<file path="src/rtl/lc3b_types.sv">
// Shared LC-3b memory types: word, cache line and the number of word beats per line.
package lc3b_types;

    typedef logic [15:0]  lc3b_word;
    typedef logic [127:0] lc3b_c_line;

    localparam int unsigned LINE_BEATS = 8;
    localparam int unsigned CNT_W      = $clog2(LINE_BEATS);

endpackage

</file>
<file path="src/rtl/line_responder_control.sv">
// Line transfer sequencer: accepts a line request, walks eight word beats, pulses completion.
module line_responder_control
    import lc3b_types::*;
(
    input  logic             clk,
    input  logic             rst_n,
    input  logic             mem_read,
    input  logic             mem_write,
    input  logic             beat_resp,
    output logic             accept,
    output logic             beat_read,
    output logic             beat_write,
    output logic             mem_resp,
    output logic [CNT_W-1:0] cnt
);

    typedef enum logic [1:0] {StIdle, StReadBeat, StWriteBeat, StDone} state_e;

    state_e           state_q, state_d;
    logic [CNT_W-1:0] cnt_q, cnt_d;
    logic             last_beat;

    assign last_beat = (cnt_q == CNT_W'(LINE_BEATS - 1));
    assign cnt       = cnt_q;

    always_comb begin
        state_d    = state_q;
        cnt_d      = cnt_q;
        accept     = 1'b0;
        beat_read  = 1'b0;
        beat_write = 1'b0;
        mem_resp   = 1'b0;
        unique case (state_q)
            StIdle: begin
                // Read wins when both requests are raised together.
                if (mem_read) begin
                    state_d = StReadBeat;
                    cnt_d   = '0;
                    accept  = 1'b1;
                end else if (mem_write) begin
                    state_d = StWriteBeat;
                    cnt_d   = '0;
                    accept  = 1'b1;
                end
            end
            StReadBeat: begin
                beat_read = 1'b1;
                if (beat_resp) begin
                    if (last_beat) state_d = StDone;
                    else           cnt_d   = cnt_q + 1'b1;
                end
            end
            StWriteBeat: begin
                beat_write = 1'b1;
                if (beat_resp) begin
                    if (last_beat) state_d = StDone;
                    else           cnt_d   = cnt_q + 1'b1;
                end
            end
            StDone: begin
                mem_resp = 1'b1;
                state_d  = StIdle;
            end
            default: state_d = StIdle;
        endcase
    end

    always_ff @(posedge clk or negedge rst_n) begin
        if (!rst_n) begin
            state_q <= StIdle;
            cnt_q   <= '0;
        end else begin
            state_q <= state_d;
            cnt_q   <= cnt_d;
        end
    end

endmodule

</file>
<file path="src/rtl/line_responder.sv">
// Splits 128-bit line reads/writes into eight 16-bit backing-memory beats.
module line_responder
    import lc3b_types::*;
(
    input  logic        clk,
    input  logic        rst_n,
    input  logic        mem_read,
    input  logic        mem_write,
    input  logic [15:0] mem_address,
    input  lc3b_c_line  mem_wdata,
    output logic        mem_resp,
    output lc3b_c_line  mem_rdata,
    output logic        beat_read,
    output logic        beat_write,
    output logic [15:0] beat_address,
    output lc3b_word    beat_wdata,
    input  lc3b_word    beat_rdata,
    input  logic        beat_resp
);

    logic             accept;
    logic [CNT_W-1:0] cnt;
    logic [6:0]       beat_lsb;

    logic [11:0] line_addr_q, line_addr_d;
    lc3b_c_line  line_wdata_q, line_wdata_d;
    lc3b_c_line  line_rdata_q, line_rdata_d;

    // Line offset bits never reach the backing memory.
    logic unused_addr;
    assign unused_addr = ^mem_address[3:0];

    line_responder_control u_control (
        .clk        (clk),
        .rst_n      (rst_n),
        .mem_read   (mem_read),
        .mem_write  (mem_write),
        .beat_resp  (beat_resp),
        .accept     (accept),
        .beat_read  (beat_read),
        .beat_write (beat_write),
        .mem_resp   (mem_resp),
        .cnt        (cnt)
    );

    assign beat_lsb = {cnt, 4'b0000};

    always_comb begin
        line_addr_d  = line_addr_q;
        line_wdata_d = line_wdata_q;
        line_rdata_d = line_rdata_q;
        if (accept) begin
            line_addr_d  = mem_address[15:4];
            line_wdata_d = mem_wdata;
        end
        if (beat_read && beat_resp) begin
            line_rdata_d[beat_lsb +: 16] = beat_rdata;
        end
    end

    always_ff @(posedge clk or negedge rst_n) begin
        if (!rst_n) begin
            line_addr_q  <= '0;
            line_wdata_q <= '0;
            line_rdata_q <= '0;
        end else begin
            line_addr_q  <= line_addr_d;
            line_wdata_q <= line_wdata_d;
            line_rdata_q <= line_rdata_d;
        end
    end

    assign beat_address = {line_addr_q, cnt, 1'b0};
    assign beat_wdata   = line_wdata_q[beat_lsb +: 16];
    assign mem_rdata    = mem_resp ? line_rdata_q : '0;

endmodule

</file>
<file path="config.mk">
export PLATFORM = sky130hd
export DESIGN_NAME = line_responder
export DESIGN_NICKNAME = d
export VERILOG_FILES = /design/src/rtl/lc3b_types.sv /design/src/rtl/line_responder_control.sv /design/src/rtl/line_responder.sv
export SDC_FILE = /design/constraint.sdc
export NUM_CORES = 1
export LEC_CHECK = 0
export CORE_UTILIZATION = 25
export DETAILED_ROUTE_END_ITERATION = 16
export HOLD_SLACK_MARGIN = 0.02
export PLACE_DENSITY = 0.56
export SKIP_CTS_REPAIR_TIMING = 1
export SLEW_MARGIN = 30
export SYNTH_ARGS = -nofsm -noshare
export SYNTH_HDL_FRONTEND = slang
export SYNTH_SLANG_ARGS = --single-unit
</file>
<file path="constraint.sdc">
create_clock -name clk -period 6.3 [get_ports clk]
set_clock_uncertainty 0.15 [all_clocks]
set_input_delay 1.26 -clock clk [delete_from_list [all_inputs] [get_ports clk]]
set_output_delay 1.26 -clock clk [all_outputs]
set_load 0.05 [all_outputs]
</file>
### Word-level counts from Yosys, hierarchy flattened

Index checks and enable logic that the tools add are counted.

| word-level totals | value |
|---|---|
| latch bits | 0 |
| ROM bits | 0 |
| memory bits (writable) | 0 |
| input port bits | 165 |
| memories | 0 |
| word-level logic and storage cells | 42 |
| register bits after elaboration | 273 |

| operators by class | value |
|---|---|
| multipliers | 0 |
| divide/modulo/power cells | 0 |
| muxes and demuxes | 18 |
| order comparisons | 0 |
| reduce and logical (&&, ||, !) cells | 6 |
| add/sub/neg operators | 2 |
| shift operators | 3 |
| eq/ne operators | 8 |
| bitwise logic cells | 0 |

Operators by type and width:

| kind | number |
|---|---|
| bitwise mux 128 bit | 1 |
| 2-to-1 mux 128 bit | 1 |
| variable shift 16 x 9 -> 128 bit, first input constant | 1 |
| indexed part select 128 x 8 -> 16 bit | 1 |
| indexed part select 16 x 9 -> 128 bit | 1 |
| 2-to-1 mux 3 bit | 4 |
| negation 7 -> 9 bit | 1 |
| 2-to-1 mux 2 bit | 4 |
| 2-to-1 mux 1 bit | 6 |
| case mux 2 bit (3 select lines) | 1 |
| case mux 3 bit (2 select lines) | 1 |
| == test 2 bit, second input constant | 2 |
| != test 2 x 1 -> 1 bit, second input constant | 2 |
| AND reduction 4 bit | 1 |
| adder 3 x 1 -> 3 bit, second input constant | 1 |
| == test 3 bit, second input constant | 1 |
| != test 3 bit, second input constant | 1 |
| AND reduction 3 bit | 1 |
| == test 2 x 1 -> 1 bit, second input constant | 1 |
| logical NOT 2 bit | 1 |
| != test 2 bit, second input constant | 1 |
| nonzero test 2 bit | 1 |
| OR reduction 2 bit | 1 |
| logical AND 1 bit | 1 |

### Depth between registers and ports, before layout

Gate-level depths: netlist of the first run.

| logic depth | value |
|---|---|
| word-level depth | 4 |
| depth in mapped cells | 11 |

### Modules after synthesis

Synthesis of the first run repeated with hierarchy kept, for this count alone.

| second synthesis, totals | value |
|---|---|
| cells, all modules | 861 |
| area total of the unflattened synthesis | 12318.1 µm² |

By module, submodules not included:

| module | cells each | instances | sequential area each (µm²) | area an instance (µm²) |
|---|---|---|---|---|
| line_responder | 826 | 1 | 6706.4 | 11964.0 |
| line_responder_control | 35 | 1 | 125.1 | 354.1 |

### Least setup slack after synthesis of the first run

No wires, ideal clock.

| timing | value |
|---|---|
| path kind | register -> output |
| from | register u_control.cnt_q[0] (netlist: u_control.cnt[0]) |
| to | output beat_wdata[0] |
| arrival time | 2.297 ns |
| cell stages (with the launch flop) | 7 |
| setup slack | 2.593 ns |
| cell sequence | dfrtp_1 -> buf_2 -> buf_2 -> buf_4 -> mux4_2 -> nand2_1 -> nand2_1 |

| between the ends | value |
|---|---|
| cells in the longest elaborated chain, start to end | 1 |

Ends and longest elaborated chain:

| element | line | text |
|---|---|---|
| from (decl) | line_responder_control.sv:20 | `logic [CNT_W-1:0] cnt_q, cnt_d;` |
| from (signal assigned) | line_responder_control.sv:74 | `cnt_q <= cnt_d;` |
| indexed part select 128 x 8 -> 16 bit | line_responder.sv:74 | `assign beat_wdata = line_wdata_q[beat_lsb +: 16];` |
| to (decl) | line_responder.sv:16 | `output lc3b_word beat_wdata,` |

No other way between the ends.

### Worst setup path after layout of the first run

| timing | value |
|---|---|
| from | register u_control.cnt_q[0] (netlist: u_control.cnt[0]) |
| to | output beat_wdata[11] |

The elaborated chain is that of the path after synthesis.

==> results of run 1 <==
==> stage by stage <==
step | power, uW | util (%)
2_1_floorplan | 5240 | -
3_3_place_gp | 6410 | 33.2
3_5_place_dp | 6510 | 33.2
4_1_cts | 8650 | 35.6
5_1_grt | 8990 | 35.7
6_report | 8480 | 35.7
==> worst paths after layout <==
path	from	to	slack [ns]	depth (start not counted)
setup / recovery	u_control.cnt[0]	beat_wdata[11]	1.55	5
hold / removal	line_rdata_q[16]	line_rdata_q[16]	0.35	1
setup reg to reg	u_control.cnt[0]	line_rdata_q[74]	2.73	6
hold reg to reg	line_rdata_q[16]	line_rdata_q[16]	0.35	1
max in group asynchronous	rst_n	line_wdata_q[18]	4.11	2
min in group asynchronous	rst_n	line_rdata_q[43]	0.59	1
==> power groups by stage <==
stage	Clock (uW)	Combinational [uW]	Sequential [uW]
global placement	0	3670	2740
CTS	2150	3750	2750
global route	2220	3950	2820
finish	2070	3670	2740
detailed placement	0	3730	2780
floorplan	0	2480	2760
==> routing by layer <==
metal  GRT usage, %  routed length, um  up-vias  share of wire [%]
li1               -                  -     3804                  -
met1           17.0              15300     4093                 41
met2           24.0              17500      287                 47
met3           5.69               3380       65                9.1
met4           4.81                949       10                2.6
met5              0                 72        -               0.19
==> placed cells by master, fill, tap and decap left out, drive strengths merged <==
master,instances
and3b,1
nand2,54
mux4,32
ha,12
mux2,268
nor3b,5
bufinv,3
and3,4
nor2,1
and2,175
o21bai,1
mux2i,3
nand4,4
or3,1
o21ai,2
clkbuf,52
buf,14
nand2b,1
clkinvlp,1
a21oi,1
inv,5
clkdlybuf4s50,321
conb,1
clkinv,7
nor3,4
nand4b,1
or4,1
dfrtp,273
a211o,3
nor4b,4
==> flip-flops by register name, summed over array words and instances (netlist names) <==
name and count:
line_rdata_q 128, u_control.cnt 3, line_addr_q 12, u_control.state_q 2, line_wdata_q 128
==> area by class of cell <==
class | instances | area, sq um
clock buffers | 52 | 1060
clock inverters | 11 | 140
fillers | 4923 | 32300
inverters | 5 | 18.8
multi-input cells | 579 | 5620
flip-flops and latches | 273 | 6840
well taps | 672 | 841
repair buffers | 335 | 3380
==> critical path: cells and delay by family (launching register included) <==
kind,cells,cell delay (ns)
flops,1,0.74
buf+inv,2,1.25
mux,1,0.63
simple gates,2,0.14
==> cells by family after synthesis <==
family | count (synthesis)
other | 1
buffers and inverters | 63
adder cells (fa/ha/maj) | 12
multiplexers | 303
AND/OR/NAND/NOR | 256
flip-flops | 273
AO/OA/AOI/OAI | 7
==> run_results.csv, run 1 <==
group,metric,value,unit
outcome,status,"finished, final reports clean",
route,routed-via-count,8259,
global_route,grt_util_all_layers,14.5,%
placement,dp.cells,1863,
power,p_sw_share,37.2,%
route,wire_per_inst,19.3,um
floorplan,initial_core_util,25.3,%
power,clkPwrFrac,24.4,%
critical_path,max_stage_delay,0.75,ns
route,first_pass_iters,4,
route,viasPerCell,4.29,
logic_synthesis,post_synth_and_or_nand_nor_area_fraction,12.3,%
logic_synthesis,ys_top_cells_by_count,"dfrtp_1, mux2_2, and2_1",
floorplan,io_pins,328,
logic_synthesis,synth_xor_area_share,0,%
logic_synthesis,synth_mux_area_share,29.9,%
logic_synthesis,synth_area_per_cell,13.9,sq um
power,seq_power_share,32.3,%
sta,finalHoldViolCount,0,
job,cap_violations,0,
critical_path,start_kind,"flop",
layout,final_cell_area,0.0179,sq mm
layout,drive_above_1_share,30.7,%
global_route,grt_max_degree,133,
logic_synthesis,synthFlopType,"dfrtp_1",
sta,slew_violations,0,
critical_path,cpMostUsedCell,"nand2_1",
sta,setup_ws,1.55,ns
layout,syn2layout_area_growth,40.8,%
global_route,grt_pass1_wl,55400,um
power,p_leak,0.00782,uW
cts,htreeDepth,2,
floorplan,die_y,228,um
logic_synthesis,synth_top_area_share,53.7,%
layout,diodes,0,
logic_synthesis,syn_nets,1092,
cts,clkLatencyLatePin,0.53,ns
logic_synthesis,async_reset_ff_share,100,%
power,peakVddDrop,0.448,mV
logic_synthesis,synth_edf_count,0,
placement,place_ws,2.00,ns
sta,fin_crit,4.75,ns
critical_path,path_class,"reg2out",
power,p_comb_share,43.3,%
floorplan,dieArea,0.0518,sq mm
sta,final-setup-viol-count,0,
critical_path,cp_cell_sequence,"buf_4, mux4_2, nand2_1, nand2_1, clkdlybuf4s50_1",
route,drc,0,
logic_synthesis,synthMostInstantiatedCell,"dfrtp_1",
cts,cts_made_buffers,36,
cts,clk_path_buf_depth,3,
global_route,first_global_vias,8920,
layout,final_cells,1927,
cts,cts.clk_slew.worst_paths,0.06,ns
route,routed_wl,37200,um
critical_path,crit_required,4.89,ns
global_route,antenna_found_initial,5,
critical_path,crit_path_end_kind,"output port",
power,p_switching,3160,uW
critical_path,crit_path_top_delay_cell,"clkdlybuf4s50_1",
global_route,grt-ovfl-total,0,
hold_path,hold_class,"reg2reg",
critical_path,cp_max_fo,27,
route,drtIter0Drc,305,
sta,whs,0.346,ns
sta,fmax,0.210,GHz
placement,globalplace.congestion,0.773,
sta,slew_headroom,46.2,%
cts,cts-root-buf,"clkbuf_16",
sta,rsz0062_at_grt,"false",
floorplan,die_w,228,um
logic_synthesis,synth_area,0.0127,sq mm
logic_synthesis,synth_compound_area_share,0.384,%
critical_path,critPathArrivalTime,3.34,ns
logic_synthesis,synth_cells,915,
placement,hpwlAfterDp,26500,um
logic_synthesis,synth_area_leaders,"dfrtp_1, mux2_2, and2_1, mux4_2, nand2_1",
cts,cts_tree,"built",
logic_synthesis,synth_area_leader_cell,"dfrtp_1",
logic_synthesis,synth-adder-area-share,1.18,%
logic_synthesis,synth_seq_cells,273,
logic_synthesis,ys_warn_count,0,
sta,setup_tns,0,ns
floorplan,row_count,82,
logic_synthesis,synth_top_family_by_area,"multiplexers",
logic_synthesis,synth-seq-area-share,53.7,%
sta,fin_crit_sh,75.5,%
logic_synthesis,ys_types,35,
power,intPower,5330,uW
placement,port_buffers,322,
sta,worst_pin_slew,0.807,ns
placement,placed_cell_area,0.0167,sq mm
layout,final_nets,1407,
cts,cts.sinks,273,
power,cellPowerDensity,474,mW/mm^2
floorplan,core,0.0502,sq mm
route,antenna_left,0,
Power figures use the tool's default switching activity.
==> run 2: changes to the inputs <==
--- a/config.mk
+++ b/config.mk
@@ -8,7 +8,7 @@
 export CORE_UTILIZATION = 25
 export DETAILED_ROUTE_END_ITERATION = 16
 export HOLD_SLACK_MARGIN = 0.02
-export PLACE_DENSITY = 0.56
+export PLACE_DENSITY = 0.57
 export SKIP_CTS_REPAIR_TIMING = 1
 export SLEW_MARGIN = 30
 export SYNTH_ARGS = -nofsm -noshare
==> constraint.sdc (replaced) <==
create_clock -name clk -period 4 [get_ports clk]
set_clock_uncertainty 0.15 [all_clocks]
set_input_delay 0.8 -clock clk [delete_from_list [all_inputs] [get_ports clk]]
set_output_delay 0.8 -clock clk [all_outputs]
set_load 0.05 [all_outputs]
==> run 2 against run 1 <==
Effect of this change:
- sequential power is 54% higher
- die area unchanged
- largest power group unchanged
- largest cell class unchanged
- clock power up 62%
- critical endpoint is now mem_rdata[127]
==> run_results.csv, run 2 (synthesis gave the netlist of run 1 again) <==
group,metric,value,unit
power,p_leak,0.00786,uW
sta,fmax,0.274,GHz
placement,globalplace.congestion,0.746,
critical_path,start_kind,"flop",
layout,drive_above_1_share,31.7,%
sta,slew_headroom,49.9,%
power,cellPowerDensity,746,mW/mm^2
sta,setup_tns,0,ns
layout,layout_commonest_cell,"clkdlybuf4s50_1",
sta,fin_crit,3.65,ns
placement,port_buffers,322,
route,viasPerCell,4.31,
layout,syn2layout_area_growth,41.0,%
floorplan,die_w,228,um
floorplan,initial_core_util,25.3,%
placement,placed_cell_area,0.0167,sq mm
power,peakVddDrop,0.679,mV
sta,rsz0062_at_grt,"false",
critical_path,cp_max_fo,66,
layout,final_cell_area,0.0179,sq mm
sta,slew_violations,0,
floorplan,core,0.0502,sq mm
floorplan,io_pins,328,
critical_path,path_class,"reg2out",
placement,hpwlAfterDp,26200,um
route,wire_per_inst,19.2,um
sta,finalHoldViolCount,0,
layout,final_cell_mix,"clkdlybuf4s50_1, dfrtp_1, mux2_2",
route,antenna_left,0,
global_route,first_global_vias,8857,
placement,dp.cells,1867,
global_route,grt_util_all_layers,14.6,%
cts,cts-root-buf,"clkbuf_16",
layout,fillCellCount,4868,
cts,htreeDepth,2,
cts,cts.clk_slew.worst_paths,0.06,ns
global_route,grt-ovfl-total,0,
sta,final-setup-viol-count,0,
cts,clk_path_buf_depth,3,
route,drtIter0Drc,322,
sta,whs,0.0646,ns
cts,cts_tree,"built",
route,drc,0,
route,first_pass_iters,4,
sta,fin_crit_sh,91.2,%
cts,cts_made_buffers,36,
sta,worst_pin_slew,0.750,ns
critical_path,crit_path_end_kind,"output port",
critical_path,critPathArrivalTime,2.70,ns
global_route,antenna_found_initial,7,
layout,largest_registers,"line_rdata_q: 128 flops, line_wdata_q: 128 flops, line_addr_q: 12 flops",
job,cap_violations,0,
critical_path,crit_required,3.05,ns
route,routed_wl,37200,um
cts,cts.sinks,273,
floorplan,row_count,82,
outcome,status,"finished, final reports clean",
route,routed-via-count,8320,
cts,clkLatencyLatePin,0.55,ns
floorplan,dieArea,0.0518,sq mm
floorplan,die_y,228,um
global_route,grt_pass1_wl,55600,um
global_route,grt_max_degree,113,
layout,final_cells,1932,
layout,final_nets,1410,
hold_path,hold_class,"in2async",
-- run 2: final timing paths --
path | from | to | slack, ns | cells past startpoint
max in group asynchronous | rst_n | line_addr_q[8] | 2.73 | 2
min in group clk | line_rdata_q[14] | line_rdata_q[14] | 0.34 | 1
worst max register to register | u_control.cnt[2] | line_rdata_q[73] | 0.93 | 7
worst min register to register | line_rdata_q[14] | line_rdata_q[14] | 0.34 | 1
worst max-delay path | u_control.state_q[0] | mem_rdata[127] | 0.35 | 4
worst min-delay path | rst_n | line_rdata_q[44] | 0.06 | 1
-- run 2: area by class of cell --
type | count | area (sq um) | area share, %
clock inverter | 8 | 154 | 0.858
timing repair buffer | 338 | 3390 | 18.9
antenna | 1 | 2.50 | 0.0140
sequential | 273 | 6840 | 38.1
multi-input combinational | 579 | 5610 | 31.3
inverter | 5 | 18.8 | 0.105
tap | 672 | 841 | 4.69
clock buffer | 56 | 1080 | 6.02
-- run 2: worst max-delay path, cell delays in order, from the launching register on --
cell             delay [ns]
dfrtp_1                0.41
ha_4                   0.39
buf_12                 0.28
and2_1                 0.23
clkdlybuf4s50_1        0.82
-- run 2: report_power, final --
group / internal [uW] / total, uW / switching, uW / leakage [uW]
registers: 3750 / 4230 / 483 / 0.00348
clock network: 2110 / 3360 / 1250 / 0.000597
logic: 2550 / 5790 / 3240 / 0.00378
-- run 2: through the flow --
| stage | utilization, % | power, uW | worst slack (ns) |
|---|---|---|---|
| after floorplan | - | 8260 | 0.590 |
| after global placement | 33.2 | 10100 | 0.763 |
| after detailed placement | 33.3 | 10200 | 0.826 |
| after CTS | 35.7 | 13700 | 0.215 |
| after global routing | 35.7 | 14200 | 0.161 |
| final | 35.7 | 13400 | 0.353 |
-- run 2: per-layer routing --
layer  GRT usage (%)  share of wire, %  vias up
met5               0              0.21        -
met3            5.98               9.7       51
li1                -                 -     3818
met2            24.0                48      300
met4            4.33               1.9       12
met1            17.3                40     4139
